===== src/rtl/sum_cond_watcher.sv =====
// sum_cond_watcher
//   Hardware evaluator for the event control @(a + b == target). Once armed,
//   the first op_valid cycle records the condition as a baseline. A later
//   change of the condition (any change, or false->true only) produces a
//   one-cycle hit pulse together with the level and sum that caused it.
//
//   Optional feature macro: SUM_COND_WATCHER_TIMEOUT_EN
//     defined   - a cycle budget (arm_timeout, 0 = none) aborts the wait and
//                 pulses timeout
//     undefined - no counter is built, timeout is tied low
//
// Ports
//   clk, rst_n        clock (rising edge), asynchronous active-low reset
//   arm_valid/ready   arm handshake; arm_ready is high only in IDLE
//   arm_target        target sum, captured on the arm handshake
//   arm_mode          0 = any condition change, 1 = rising only
//   arm_timeout       cycle budget (used only with the timeout feature)
//   cancel            silently abort an armed wait
//   op_valid/a/b      per-cycle operands from the upstream counter stage
//   hit               one-cycle trigger pulse
//   hit_level/sum     condition value and sum of the last hit (held)
//   timeout           one-cycle expiry pulse
//   busy              high while armed (SAMPLE or WAIT)
module sum_cond_watcher #(
  parameter int WIDTH = 32,
  parameter int TMO_W = 16
) (
  input  logic             clk,
  input  logic             rst_n,
  input  logic             arm_valid,
  output logic             arm_ready,
  input  logic [WIDTH-1:0] arm_target,
  input  logic             arm_mode,
  input  logic [TMO_W-1:0] arm_timeout,
  input  logic             cancel,
  input  logic             op_valid,
  input  logic [WIDTH-1:0] op_a,
  input  logic [WIDTH-1:0] op_b,
  output logic             hit,
  output logic             hit_level,
  output logic [WIDTH-1:0] hit_sum,
  output logic             timeout,
  output logic             busy
);

  typedef enum logic [1:0] {IDLE, SAMPLE, WAIT} state_t;

  state_t           state_reg;
  logic [WIDTH-1:0] target_reg;
  logic             mode_reg;
  logic             prev_reg;
  logic             hit_reg;
  logic             hit_level_reg;
  logic [WIDTH-1:0] hit_sum_reg;
  logic             timeout_reg;

  // Carry is discarded: the sum wraps modulo 2^WIDTH.
  logic [WIDTH-1:0] sum;
  logic             cond;
  logic             trigger;

  assign sum  = op_a + op_b;
  assign cond = (sum == target_reg);

  // Only WAIT can trigger; the SAMPLE cycle only establishes the baseline.
  assign trigger = (state_reg == WAIT) && op_valid &&
                   (mode_reg ? (cond && !prev_reg) : (cond != prev_reg));

`ifdef SUM_COND_WATCHER_TIMEOUT_EN
  logic [TMO_W-1:0] tmo_cnt_reg;
`else
  // Budget input has no function without the counter.
  logic unused_timeout;
  assign unused_timeout = ^arm_timeout;
`endif

  always_ff @(posedge clk or negedge rst_n) begin
    if (!rst_n) begin
      state_reg     <= IDLE;
      target_reg    <= '0;
      mode_reg      <= 1'b0;
      prev_reg      <= 1'b0;
      hit_reg       <= 1'b0;
      hit_level_reg <= 1'b0;
      hit_sum_reg   <= '0;
      timeout_reg   <= 1'b0;
`ifdef SUM_COND_WATCHER_TIMEOUT_EN
      tmo_cnt_reg   <= '0;
`endif
    end else begin
      // Pulses default low so they last exactly one cycle.
      hit_reg     <= 1'b0;
      timeout_reg <= 1'b0;
      case (state_reg)
        IDLE: begin
          if (arm_valid) begin
            target_reg <= arm_target;
            mode_reg   <= arm_mode;
            state_reg  <= SAMPLE;
`ifdef SUM_COND_WATCHER_TIMEOUT_EN
            tmo_cnt_reg <= arm_timeout;
`endif
          end
        end
        SAMPLE, WAIT: begin
          if (cancel) begin
            // Cancel beats both trigger and expiry.
            state_reg <= IDLE;
          end else if (trigger) begin
            // Trigger beats an expiry on the same edge.
            state_reg     <= IDLE;
            hit_reg       <= 1'b1;
            hit_level_reg <= cond;
            hit_sum_reg   <= sum;
          end else begin
            if (op_valid) begin
              prev_reg  <= cond;
              state_reg <= WAIT;
            end
`ifdef SUM_COND_WATCHER_TIMEOUT_EN
            // A zero count means no budget; the counter then stays at zero.
            if (tmo_cnt_reg != '0) begin
              tmo_cnt_reg <= tmo_cnt_reg - 1'b1;
              if (tmo_cnt_reg == TMO_W'(1)) begin
                state_reg   <= IDLE;
                timeout_reg <= 1'b1;
              end
            end
`endif
          end
        end
        default: state_reg <= IDLE;
      endcase
    end
  end

  assign arm_ready = (state_reg == IDLE);
  assign busy      = (state_reg != IDLE);
  assign hit       = hit_reg;
  assign hit_level = hit_level_reg;
  assign hit_sum   = hit_sum_reg;
  assign timeout   = timeout_reg;

endmodule


===== config.mk =====
export PLATFORM = sky130hd
export DESIGN_NAME = sum_cond_watcher
export DESIGN_NICKNAME = d
export VERILOG_FILES = /design/src/rtl/sum_cond_watcher.sv
export SDC_FILE = /design/constraint.sdc
export NUM_CORES = 1
export LEC_CHECK = 0
export BUFFER_PORTS_ARGS = -buffer_cell sky130_fd_sc_hd__clkbuf_2
export CAP_MARGIN = 20
export CORE_ASPECT_RATIO = 2
export CORE_MARGIN = 1.5
export CORE_UTILIZATION = 30
export DETAILED_ROUTE_END_ITERATION = 10
export GPL_TIMING_DRIVEN = 0
export PLACE_DENSITY = 0.53
export SYNTH_ARGS = -nofsm -noshare
export SYNTH_HDL_FRONTEND = slang
export SYNTH_SLANG_ARGS = --single-unit

===== constraint.sdc =====
create_clock -name clk -period 4.18 [get_ports clk]
set_input_delay 0 -clock clk [delete_from_list [all_inputs] [get_ports clk]]
set_output_delay 0 -clock clk [all_outputs]
set_load 0.02 [all_outputs]

======== Yosys cells after proc, flatten, opt, wreduce, memory -nomap -nowiden ========
Index checks and enable logic that the tools add are counted.
operators by class
  $add $sub $neg .......................... 1
  equality and inequality tests ........... 6
  mux-type cells .......................... 9
  bitwise gates (word level) .............. 2
  reductions and logical operators ........ 11
operators by type and width
  operator                                                          number
  32-bit adder                                                      1
  32-bit == test                                                    1
  2-bit two-way mux                                                 4
  1-bit two-way mux                                                 4
  4-bit inequality test (second input constant)                     1
  2-bit one-hot mux with 2 select lines                             1
  2-bit AND reduction                                               2
  4-bit AND reduction                                               1
  1-bit logical AND                                                 3
  3-bit AND reduction                                               1
  2-bit by 1-bit == test with 1-bit output (second input constant)  1
  2-bit == test (second input constant)                             1
  2-bit zero test                                                   1
  2-bit inequality test (second input constant)                     1
  1-bit NOT                                                         2
  2-bit nonzero test                                                1
  2-bit OR reduction                                                1
  1-bit zero test                                                   1
  1-bit inequality test                                             1
word-level totals
  bits in registers ....................... 70
  input port bits ......................... 118
  output and inout bits ................... 37
  word-level logic and storage cells ...... 36

======== Longest topological paths before layout ========
Gate-level depths: netlist (run 1).
  word-level depth ........................ 8
  gate-level depth with buffers ........... 21

======== Least setup slack after synthesis (run 1) ========
Ideal clock, no wire load.
  path kind ............................... input port to flip-flop
  start point ............................. in op_a[0]
  end point ............................... reg hit_sum_reg[13], in the netlist hit_sum[13]
  library setup time ...................... 0.129 ns
  data arrival time ....................... 3.909 ns
  required time ........................... 4.051 ns
  setup slack ............................. 0.142 ns
  stages .................................. 20
  buffers on the path ..................... 3
  path through ............................ ha_1 > fa_1 > a211oi_2 > o21ai_1 > a22o_1 > a21o_1 > a21boi_1 > xnor3_1 > nor4bb_1 > nand4_2 > nor2_1 > ha_1 > o21ai_0 > nand3_1 > or2_2 > clkbuf_1 > clkbuf_1 > clkbuf_1 > nand2_1 > o31ai_1
on the way
  word-level cells in the longest chain between the ends .. 6
ends and longest elaborated chain
  item                                                        RTL line  RTL
  start, declared                                             37        input logic [WIDTH-1:0] op_a,
  32-bit adder *                                              62        assign sum = op_a + op_b;
  32-bit == test *                                            63        assign cond = (sum == target_reg);
  via cond                                                    59        logic cond;
  1-bit inequality test or 1-bit logical AND (tied branches)  67        (mode_reg ? (cond && !prev_reg) : (cond != prev_reg));
  1-bit two-way mux *                                         67
  1-bit logical AND *                                         66        assign trigger = (state_reg == WAIT) && op_valid &&
  3-bit AND reduction (no line) *                             -
  end signal, assigned                                        114       hit_sum_reg <= sum;
  end, declared                                               54        logic [WIDTH-1:0] hit_sum_reg;
The timed path passes the listed nets; every way through them passes the cells marked *.
A chain may end at the register's enable or synchronous reset.

======== Final worst setup path (run 1) ========
  start point ............................. in op_a[0]
  end point ............................... reg hit_sum_reg[31], in the netlist hit_sum[31]
Same word-level chain as after synthesis.

==> impl_results.md, run 1 <==
* Final Routed Wirelength at 20.2 mm
* Clk_skew at about 0.010 ns
* CTS Buf Count at 9
* Final setup fails at 0
* Final layout net count at ~980
* Syn_nets at 791
* Setup crit start kind: primary input
* Unique cell type count in the Yosys netlist at 81
* Largest net degree at the start of global routing at 52
* Max cap viols at 0
* Global-route wire length before repair at 30.6 mm
* Fillcell total at roughly 2,000
* Flop and latch count out of synthesis at 70
* # H-tree levels at 3
* Die area at 0.0203 mm2
* Core footprint at 0.0189 mm2
* Number of synthesized flops with an enable pin at 0
* Non-Filler Instances at 1,084
* Leak at 3.56 nW
* Yosys warnings at 0
* Layout area overhead at 33.4%
* Worst Tran Pin Value at 0.852 ns
* I/O Pins at 155
* Worst min-delay path category: in2reg
* Async set-reset flop share out of synthesis at 100%
* Crit end category: register
* Avg WL per Cell at 18.6 um
* CTS sink count at 70
* Register area at 0.00175 mm2
* Initial antenna violation count at 0
* Top cell type by total area after synthesis: dfrtp_1
* Worst VDD drop at roughly 0.17 mV
* Slew Limit Fails at 0
* Seq/Total Area, Yosys at 30.2%
* Post-DP HPWL at between 15 and 20 mm
* DP Area at 0.00684 mm2
* Final ANT Viol Nets at 0
* DR vias at 5,595
* Site row count at 71
* Post-route cell area at 0.00775 mm2
* Pwr Total at 0.00340 W
* Critical path class: in2reg
* Final GP Congestion at between 0.8 and 0.9
* Top post-synthesis cells by area: dfrtp_1 30%, ha_1 7.5%, mux2_2 6.8%
* Port Buf Inserts at around 140
* Die Wd at 101 um
* Syn_area_per_cell at 9.12 um2
* Initial DRC count at 296
* Via-to-Cell Ratio at 5.16
* Fin crit share at about 95%
* GRT overflow at 0
* DRT Pass-1 Iters at 5
* # diodes at 0
* Setup WS post-layout at 0.195 ns
* Share of cells above drive strength 1 at 31.8%
* Clock transition at the registers of the reported paths at 0.06 ns
* Final Core Density at 41.0%
* Synth Flop Type: dfrtp_1
* Pre-CTS WS at -1.24 ns
* Initial Util at between 30% and 40%
* Post-synthesis cell count at 637
* Minimum clock period at 3.99 ns
* Status: finished clean
* Crit Path Max Fanout at 10
* CTS max path bufs at 2
* DRC violations left at 0
* Die Y at 200 um
* Worst-Skew Late Latency at 0.34 ns
* Worst rel slew slack at ~43%
* Power Dens Cells at 439 mW/mm2
* Cell Area, Synth at 0.00581 mm2
* Max Clock Freq at 0.251 GHz
* Root Buffer: clkbuf_16
* RSZ-0062 raised after global routing: no
* Area occupied by multi-input gates at around 0.004 mm2
* Critical Path RT at 4.40 ns
* Vias in the first global route at 5,652
* Hold Fails Final Rpt at 0
* TritonCTS clock tree: done
* Critical path arrival at 4.21 ns
* Global Route Usage Sum at 20.3%
* Dpl cells at ~1,000
* Yosys top cell area share at 30.2%
-- layout by cell type (no fill, tap or decap), drive strengths merged, types with 3 or more instances in the layout --
| master | Yosys | final |
|---|---|---|
| clkbuf | 17 | 164 |
| nand2 | 77 | 77 |
| dfrtp | 70 | 70 |
| o21ai | 51 | 51 |
| a21oi | 46 | 46 |
| dlygate4sd3 | 0 | 36 |
| mux2 | 35 | 35 |
| ha | 35 | 35 |
| xnor2 | 25 | 25 |
| buf | 19 | 25 |
| xor2 | 24 | 24 |
| nor2 | 24 | 24 |
| nand4 | 23 | 23 |
| nand3 | 16 | 16 |
| a21o | 15 | 15 |
| nor3 | 15 | 15 |
| inv | 13 | 13 |
| a211oi | 11 | 11 |
| xnor3 | 9 | 9 |
| o21a | 8 | 8 |
| nand2b | 8 | 8 |
| and4 | 7 | 7 |
| o21bai | 6 | 6 |
| and3 | 6 | 6 |
| and2 | 5 | 5 |
| nor4 | 5 | 5 |
| a31oi | 5 | 5 |
| nor2b | 4 | 4 |
| a211o | 4 | 4 |
| a2111oi | 4 | 4 |
| mux2i | 3 | 3 |
| o2111ai | 3 | 3 |
| o31ai | 3 | 3 |
| o311ai | 3 | 3 |
-- layer usage --
layer	vias up	track usage [%]	share of wire (%)
li1	2722	-	-
met1	2665	20.0	35
met2	157	39.8	57
met3	51	2.23	3.1
met4	0	11.5	5.3
met5	-	0	0
-- cell families after synthesis --
group                    after synthesis  share of synthesized area, %
AND/OR/NAND/NOR                      205                          18.8
other                                  1                        0.0646
multiplexers                          38                          7.30
XOR/XNOR                              58                          10.9
buffers and inverters                 50                          3.77
adder cells (fa/ha/maj)               36                          7.88
flip-flops                            70                          30.2
AO/OA/AOI/OAI                        179                          21.2
-- repair_timing --
action,CTS,global route
buffers inserted,3,2
cloned,0,0
pin swaps,6,6
hold endpoints to repair,104,0
hold buffers,36,0
endpoints found under the setup margin,35,33
gates resized for setup,28,23
-- cells in the mapped netlist, types with 15 or more instances --
cell	number
clkbuf_1	17
nand4_1	20
nand3_1	15
nor2_1	24
o21ai_0	44
nor3_1	15
dfrtp_1	70
ha_1	35
a21o_1	15
xnor2_1	25
a21oi_1	44
xor2_1	24
nand2_1	76
mux2_2	35
-- per-stage QoR --
| step | hold slack (ns) | setup TNS [ns] |
|---|---|---|
| after floorplan | -0.296 | 0 |
| after global placement | 0.233 | -33.03 |
| after detailed placement | -0.0494 | -34.03 |
| after CTS | 0.0177 | 0 |
| after global routing | 0.0403 | 0 |
| final | 0.0223 | 0 |
-- path summary, 6_finish.rpt --
kind	from	to	slack (ns)	cells past startpoint
max	op_a[0]	hit_sum[31]	0.19	21
min	cancel	state_reg[1]	0.02	3
max reg2reg	target_reg[29]	hit_sum[31]	0.36	17
min reg2reg	hit_sum[1]	hit_sum[1]	0.48	2
max in group asynchronous	rst_n	hit_sum[4]	3.47	3
min in group asynchronous	rst_n	target_reg[18]	0.12	2
-- final cells by class --
class,count,area share (%)
tap,255,4.12
inverter,14,0.694
buffer,34,2.37
clock buffer,12,3.18
clock inverter,3,0.888
sequential,70,22.6
timing repair buffer,179,14.4
multi-input combinational,517,51.8
-- power by group --
part | switching (W) | internal (W) | total, W | leakage, nW
clock network | 0.000317 | 0.000538 | 0.000855 | 0.153
registers | 0.000173 | 0.000855 | 0.00103 | 0.901
logic | 0.000770 | 0.000747 | 0.00152 | 2.51
-- critical path: stages --
cell and delay [ns]:
clkbuf_2 0.08, ha_1 0.22, fa_2 0.40, a211oi_4 0.30
buf_4 0.18, o211ai_4 0.13, a211oi_4 0.31, o21bai_1 0.16
a21oi_2 0.24, nor3_1 0.11, nor4b_1 0.36, nand4_2 0.19
nor2_1 0.16, ha_1 0.25, o21ai_2 0.16, nand3_1 0.08
or2_2 0.37, clkbuf_8 0.19, clkbuf_8 0.18, nor2_1 0.09
nor2_1 0.04
(Power assumes the default switching activity.)
==> inputs of run 2 (changes only) <==
==> config.mk (replaced) <==
export PLATFORM = sky130hd
export DESIGN_NAME = sum_cond_watcher
export DESIGN_NICKNAME = d
export VERILOG_FILES = /design/src/rtl/sum_cond_watcher.sv
export SDC_FILE = /design/constraint.sdc
export NUM_CORES = 1
export LEC_CHECK = 0
export CAP_MARGIN = 20
export CORE_ASPECT_RATIO = 2
export CORE_MARGIN = 1.5
export CORE_UTILIZATION = 28
export DETAILED_ROUTE_END_ITERATION = 10
export DONT_BUFFER_PORTS = 1
export GPL_TIMING_DRIVEN = 0
export PLACE_DENSITY = 0.44
export SYNTH_ARGS = -nofsm -noshare
export SYNTH_HDL_FRONTEND = slang
export SYNTH_SLANG_ARGS = --single-unit
==> run 2 against run 1 <==
Net effect: combinational power barely moved; fmax grew 0.29%; highest routed layer unchanged; largest cell class unchanged; via count down 8.7%; hold slack worse by 0.0098 ns; sequential power barely moved.
==> impl_results.md, run 2 (synthesized netlist as in run 1, its figures left out) <==
* Status: finished clean
* DRT Pass-1 Iters at 5
* Worst min-delay path category: in2reg
* Critical path class: in2reg
* Largest net degree at the start of global routing at 71
* CTS sink count at 70
* Internal power at between 0.002 and 0.0025 W
* Max cap viols at 0
* # diodes at 0
* Final GP Congestion at roughly 0.86
* Post-DP HPWL at 17.0 mm
* DR vias at around 5,100
* Via-to-Cell Ratio at 5.31
* Vias in the first global route at 5,302
* Die Wd at 105 um
* Leak at 2.97 nW
* TritonCTS clock tree: done
* Slowest stage cell, crit path: fa_2
* Pre-CTS WS at -1.43 ns
* Final setup fails at 0
* R2R setup slack at about 0.40 ns
* Area occupied by multi-input gates at 0.00396 mm2
* Final ANT Viol Nets at 0
* Die area at 0.0217 mm2
* Clock share of power at 25.3%
* Initial antenna violation count at 0
* RSZ-0062 raised after global routing: no
* Sequential power share at 30.2%
* Slew Limit Fails at 0
* Most frequent cells in the layout: 76 x nand2_1, 69 x dfrtp_1, 41 x o21ai_0
* Setup crit start kind: primary input
* Most common cell after layout, fill and taps aside: nand2_1
* Worst rel slew slack at 35.8%
* Final Routed Wirelength at 21.1 mm
* Final layout net count at 845
* Initial DRC count at 239
* Register area at 0.00175 mm2
* GRT overflow at 0
* Post-route cell area at a little over 0.007 mm2
* Clk_skew at 0.00937 ns
* Max Clock Freq at 0.252 GHz
* Non-Filler Instances at 962
* Die Y at just over 200 um
* Worst Tran Pin Value at about 0.96 ns
* Crit end category: register
* Setup WS post-layout at between 0.2 and 0.25 ns
* Critical Path RT at 4.40 ns
* Gate power share at 44.5%
* Clock transition at the registers of the reported paths at roughly 0.060 ns
* NetSw at 0.00129 W
* Core footprint at 0.0204 mm2
* DRC violations left at 0
* Crit-path cells: ha_1 -> fa_2 -> a211oi_4 -> o21ai_2 -> a22o_2 -> a21o_2 -> a21boi_4 -> xnor3_1 -> nor4bb_2 -> nand4_2 -> nor2_1 -> ha_1 -> o21ai_2 -> nand3_1 -> or2_4 -> clkbuf_8 -> clkbuf_4 -> nand2_1 -> o31ai_1
* Crit Path Max Fanout at 10
* Layout area overhead at 21.5%
* # H-tree levels at 3
* Dpl cells at 903
* Fillcell total at 2,184
* Worst-Skew Late Latency at 0.35 ns
* Worst VDD drop at 0.212 mV
* Global-route wire length before repair at 31.0 mm
* Root Buffer: clkbuf_16
* Global Route Usage Sum at 19.3%
* Avg WL per Cell at 21.9 um
* Port Buf Inserts at 0
* Site row count at 74
* Sw Share at 38.0%
* DP Area at 0.00614 mm2
* Power Dens Cells at 480 mW/mm2
* Fin crit share at 95.1%
* Critical path arrival at 4.19 ns
* Hold Fails Final Rpt at 0
* I/O Pins at between 150 and 200
* Initial Util at 28.5%
* CTS max path bufs at 2
* Minimum clock period at 3.97 ns
* Share of cells above drive strength 1 at about 18%
* CTS Buf Count at 9
* Delay of the slowest critical-path stage at 0.41 ns
-- run 2: power groups by stage --
stage / sequential [W] / clock, W / combinational [W]
final: 0.00102 / 0.000857 / 0.00151
after global routing: 0.00105 / 0.000909 / 0.00162
after CTS: 0.00102 / 0.000883 / 0.00149
after detailed placement: 0.00104 / 0 / 0.00137
after global placement: 0.00103 / 0 / 0.00135
after floorplan: 0.000979 / 0 / 0.00105
-- run 2: per-stage QoR --
stage	utilization, %	hold slack [ns]	power [W]	setup TNS (ns)
6_report	34.6	0.0125	0.00339	0
5_1_grt	34.6	0.0346	0.00359	0
4_1_cts	34.3	0.00214	0.00340	0
3_5_place_dp	30.2	-0.291	0.00240	-39.70
3_3_place_gp	30.2	-0.291	0.00238	-39.50
2_1_floorplan	-	-0.296	0.00203	0
-- run 2: layer usage --
| metal | vias up | track usage [%] | routed length, um |
|---|---|---|---|
| li1 | 2459 | - | - |
| met1 | 2450 | 17.9 | 7050 |
| met2 | 158 | 39.1 | 12100 |
| met3 | 42 | 3.39 | 858 |
| met4 | 0 | 10.3 | 1040 |
| met5 | - | 0 | 0 |
-- run 2: repair_timing --
action,in CTS,in global routing
resized for setup,23,17
hold endpoints to repair,107,0
pin swaps,6,3
hold buffers,41,0
buffers inserted,2,2
setup endpoints to repair,35,34
-- run 2: cell type report --
type                       count  share of cell area (%)
inverter                      14                   0.763
multi-input combinational    517                    56.1
clock inverter                 7                    1.37
tap                          266                    4.72
timing repair buffer          45                    6.49
clock buffer                   9                    3.19
buffer                        34                    2.48
sequential                    70                    24.8
-- run 2: worst paths after layout --
kind,startpoint,endpoint,cells past startpoint
worst max register to register,target_reg[20],hit_sum[13],17
worst min-delay path,op_b[1],hit_sum[1],3
worst min register to register,target_reg[1],target_reg[1],1
max in group asynchronous,rst_n,target_reg[29],2
min in group asynchronous,rst_n,target_reg[18],2
worst max-delay path,op_a[0],hit_sum[13],19
-- run 2: worst max-delay path, delay by kind of cell --
family / cells / cell delay [ns]
AO/OA/AOI/OAI: 7 / 1.53
XOR/XNOR: 1 / 0.28
buffers and inverters: 2 / 0.38
adder cells (fa/ha/maj): 3 / 0.86
AND/OR/NAND/NOR: 6 / 1.14
==> inputs of run 3 (changes only) <==
--- a/config.mk
+++ b/config.mk
@@ -8,11 +8,11 @@
 export CAP_MARGIN = 20
 export CORE_ASPECT_RATIO = 2
 export CORE_MARGIN = 1.5
-export CORE_UTILIZATION = 28
+export CORE_UTILIZATION = 35
 export DETAILED_ROUTE_END_ITERATION = 10
 export DONT_BUFFER_PORTS = 1
 export GPL_TIMING_DRIVEN = 0
-export PLACE_DENSITY = 0.44
+export PLACE_DENSITY = 0.52
 export SYNTH_ARGS = -nofsm -noshare
 export SYNTH_HDL_FRONTEND = slang
 export SYNTH_SLANG_ARGS = --single-unit
==> run 3 against run 2 <==
Net effect: sequential cell count did not move; wire length fell by 6.4%; clock power fell by 6.9%; clock skew rose by 0.0056 ns; global-route usage rose by 3.8 points; critical endpoint is now hit_sum[23]; hold slack improved by 0.013 ns.
==> impl_results.md, run 3 (synthesized netlist as in run 1, its figures left out) <==
* Critical Path RT at 4.43 ns
* GRT overflow at 0
* Crit Path Max Fanout at 10
* Hold Fails Final Rpt at 0
* Post-DP HPWL at 15.7 mm
* Worst VDD drop at about 0.25 mV
* Port Buf Inserts at 0
* Min-delay src: op_b[1]
* TritonCTS clock tree: done
* Post-route cell area at 0.00695 mm2
* Dpl cells at 841
* Setup_tns at 0 ns
* RSZ-0062 raised after global routing: no
* CTS Buf Count at 9
* Crit end category: register
* I/O Pins at roughly 160
* Worst rel slew slack at between 30% and 40%
* Max Clock Freq at 0.256 GHz
* # H-tree levels at 3
* # diodes at 0
* Power Dens Cells at 475 mW/mm2
* Slew Limit Fails at 0
* Critical path arrival at 4.17 ns
* CTS max path bufs at 2
* Setup crit start kind: primary input
* Most common cell after layout, fill and taps aside: nand2_1
* Minimum clock period at 3.91 ns
* Critical path class: in2reg
* Die Wd at 94.1 um
* Clock transition at the registers of the reported paths at approximately 0.06 ns
* Layout area overhead at 19.6%
* R2R cell count at 16
* Die Y at ~190 um
* Final Routed Wirelength at 19.7 mm
* DP Area at just over 0.006 mm2
* Hold path depth at 3
* DRC violations left at 0
* R2R setup slack at between 0.3 and 0.4 ns
* Global-route wire length before repair at 29.7 mm
* CTS sink count at 70
* Global Route Usage Sum at between 20% and 30%
* RR Endpoint: hit_sum[23]
* Worst Tran Pin Value at 1.03 ns
* Final Core Density at a little over two fifths
* Leak at roughly 3 nW
* Root Buffer: clkbuf_16
* Largest net degree at the start of global routing at around 70
* Final layout net count at between 800 and 900
* DR vias at ~5,200
* Status: finished clean
* Fin crit share at between 90% and 100%
* Final GP Congestion at 0.873
* Crit Reg-Reg Startpoint: target_reg[30]
* Final setup fails at 0
* DRT Pass-1 Iters at 6
* Via-to-Cell Ratio at 5.72
* Worst min-delay path category: in2reg
* Site row count at 66
* Hold Path Sink: hit_sum[1]
* Worst-Skew Late Latency at 0.35 ns
* Final ANT Viol Nets at 0
* Core footprint at 0.0163 mm2
* Clk_skew at 0.0150 ns
* Most frequent cells in the layout: 76 x nand2_1, 69 x dfrtp_1, 43 x o21ai_0
* Setup WS post-layout at 0.269 ns
* Max cap viols at 0
* Vias in the first global route at approximately 5,300
* Pre-CTS WS at -1.38 ns
* Share of cells above drive strength 1 at around 18%
* Avg WL per Cell at 21.9 um
* Die area at 0.0174 mm2
* Initial DRC count at around 230
* Initial Util at 35.7%
* Initial antenna violation count at 0
* Non-Filler Instances at 900
run 3: cell count changes in the layout (fill, tap and decap cells not counted), moves of 2 or more:
cell	previous run	this run
a2111oi_2	0	2
buf_4	9	12
clkinv_2	3	0
clkinv_4	2	0
clkinvlp_4	0	2
nor2_1	23	21
nor2_2	1	3
o21ai_0	41	43
o21ai_1	6	4
run 3: how the worst max path moves through the flow:
stage	start	endpoint	slack [ns]	cells after the start
after CTS	op_a[0]	hit_sum[31]	0.003	20
final	op_a[3]	hit_sum[23]	0.27	17
after detailed placement	op_a[0]	hit_sum[31]	-1.38	20
after global placement	op_a[0]	hit_sum[31]	-1.36	20
after floorplan	op_a[0]	hit_sum[13]	0.14	20
after global routing	op_a[0]	hit_sum[2]	0.07	18
run 3: area by class of cell:
cell class | instances | area [um2]
buffer | 34 | 170
clock buffer | 12 | 246
clock inverter | 3 | 45.0
fill | 1653 | 9320
inverter | 14 | 52.6
multi-input combinational | 517 | 3960
sequential | 70 | 1750
tap | 204 | 255
timing repair buffer | 46 | 465
run 3: routing by layer:
layer	part of all wire, %	track usage [%]
met5	0	0
met1	33	21.2
met4	4.6	13.6
met3	3.4	3.37
met2	59	45.9
run 3: timing repair:
item,4_1_cts,5_1_grt
hold endpoints to repair,107,0
endpoints found under the setup margin,35,33
setup buffers,3,2
pin swaps,9,3
gates resized for setup,24,18
hold buffers,41,0
run 3: critical path, stage by stage:
cell and delay (ns):
ha_1 0.46, o211ai_2 0.20, o211ai_4 0.34, a22o_4 0.20, o21ai_2 0.10, and3b_1 0.21
or4b_4 0.55, a2111oi_4 0.33, nand4_2 0.21, nor2_2 0.15, ha_1 0.24, o21ai_2 0.15
nand3_1 0.08, or2_2 0.36, buf_4 0.20, buf_4 0.19, o21ai_0 0.19
run 3: per-stage QoR:
step,hold WS (ns),power (W)
after global placement,-0.293,0.00235
final,0.0256,0.00330
after detailed placement,-0.293,0.00238
after CTS,0.0120,0.00331
after global routing,0.0370,0.00349
after floorplan,-0.296,0.00203
run 3: report_power, final:
part | total [W] | internal (W) | leakage [nW] | switching (W)
Combinational | 0.00147 | 0.000716 | 1.91 | 0.000757
Clock | 0.000798 | 0.000476 | 0.135 | 0.000321
Sequential | 0.00103 | 0.000855 | 0.900 | 0.000172
Total | 0.00330 | 0.00205 | 2.94 | 0.00125
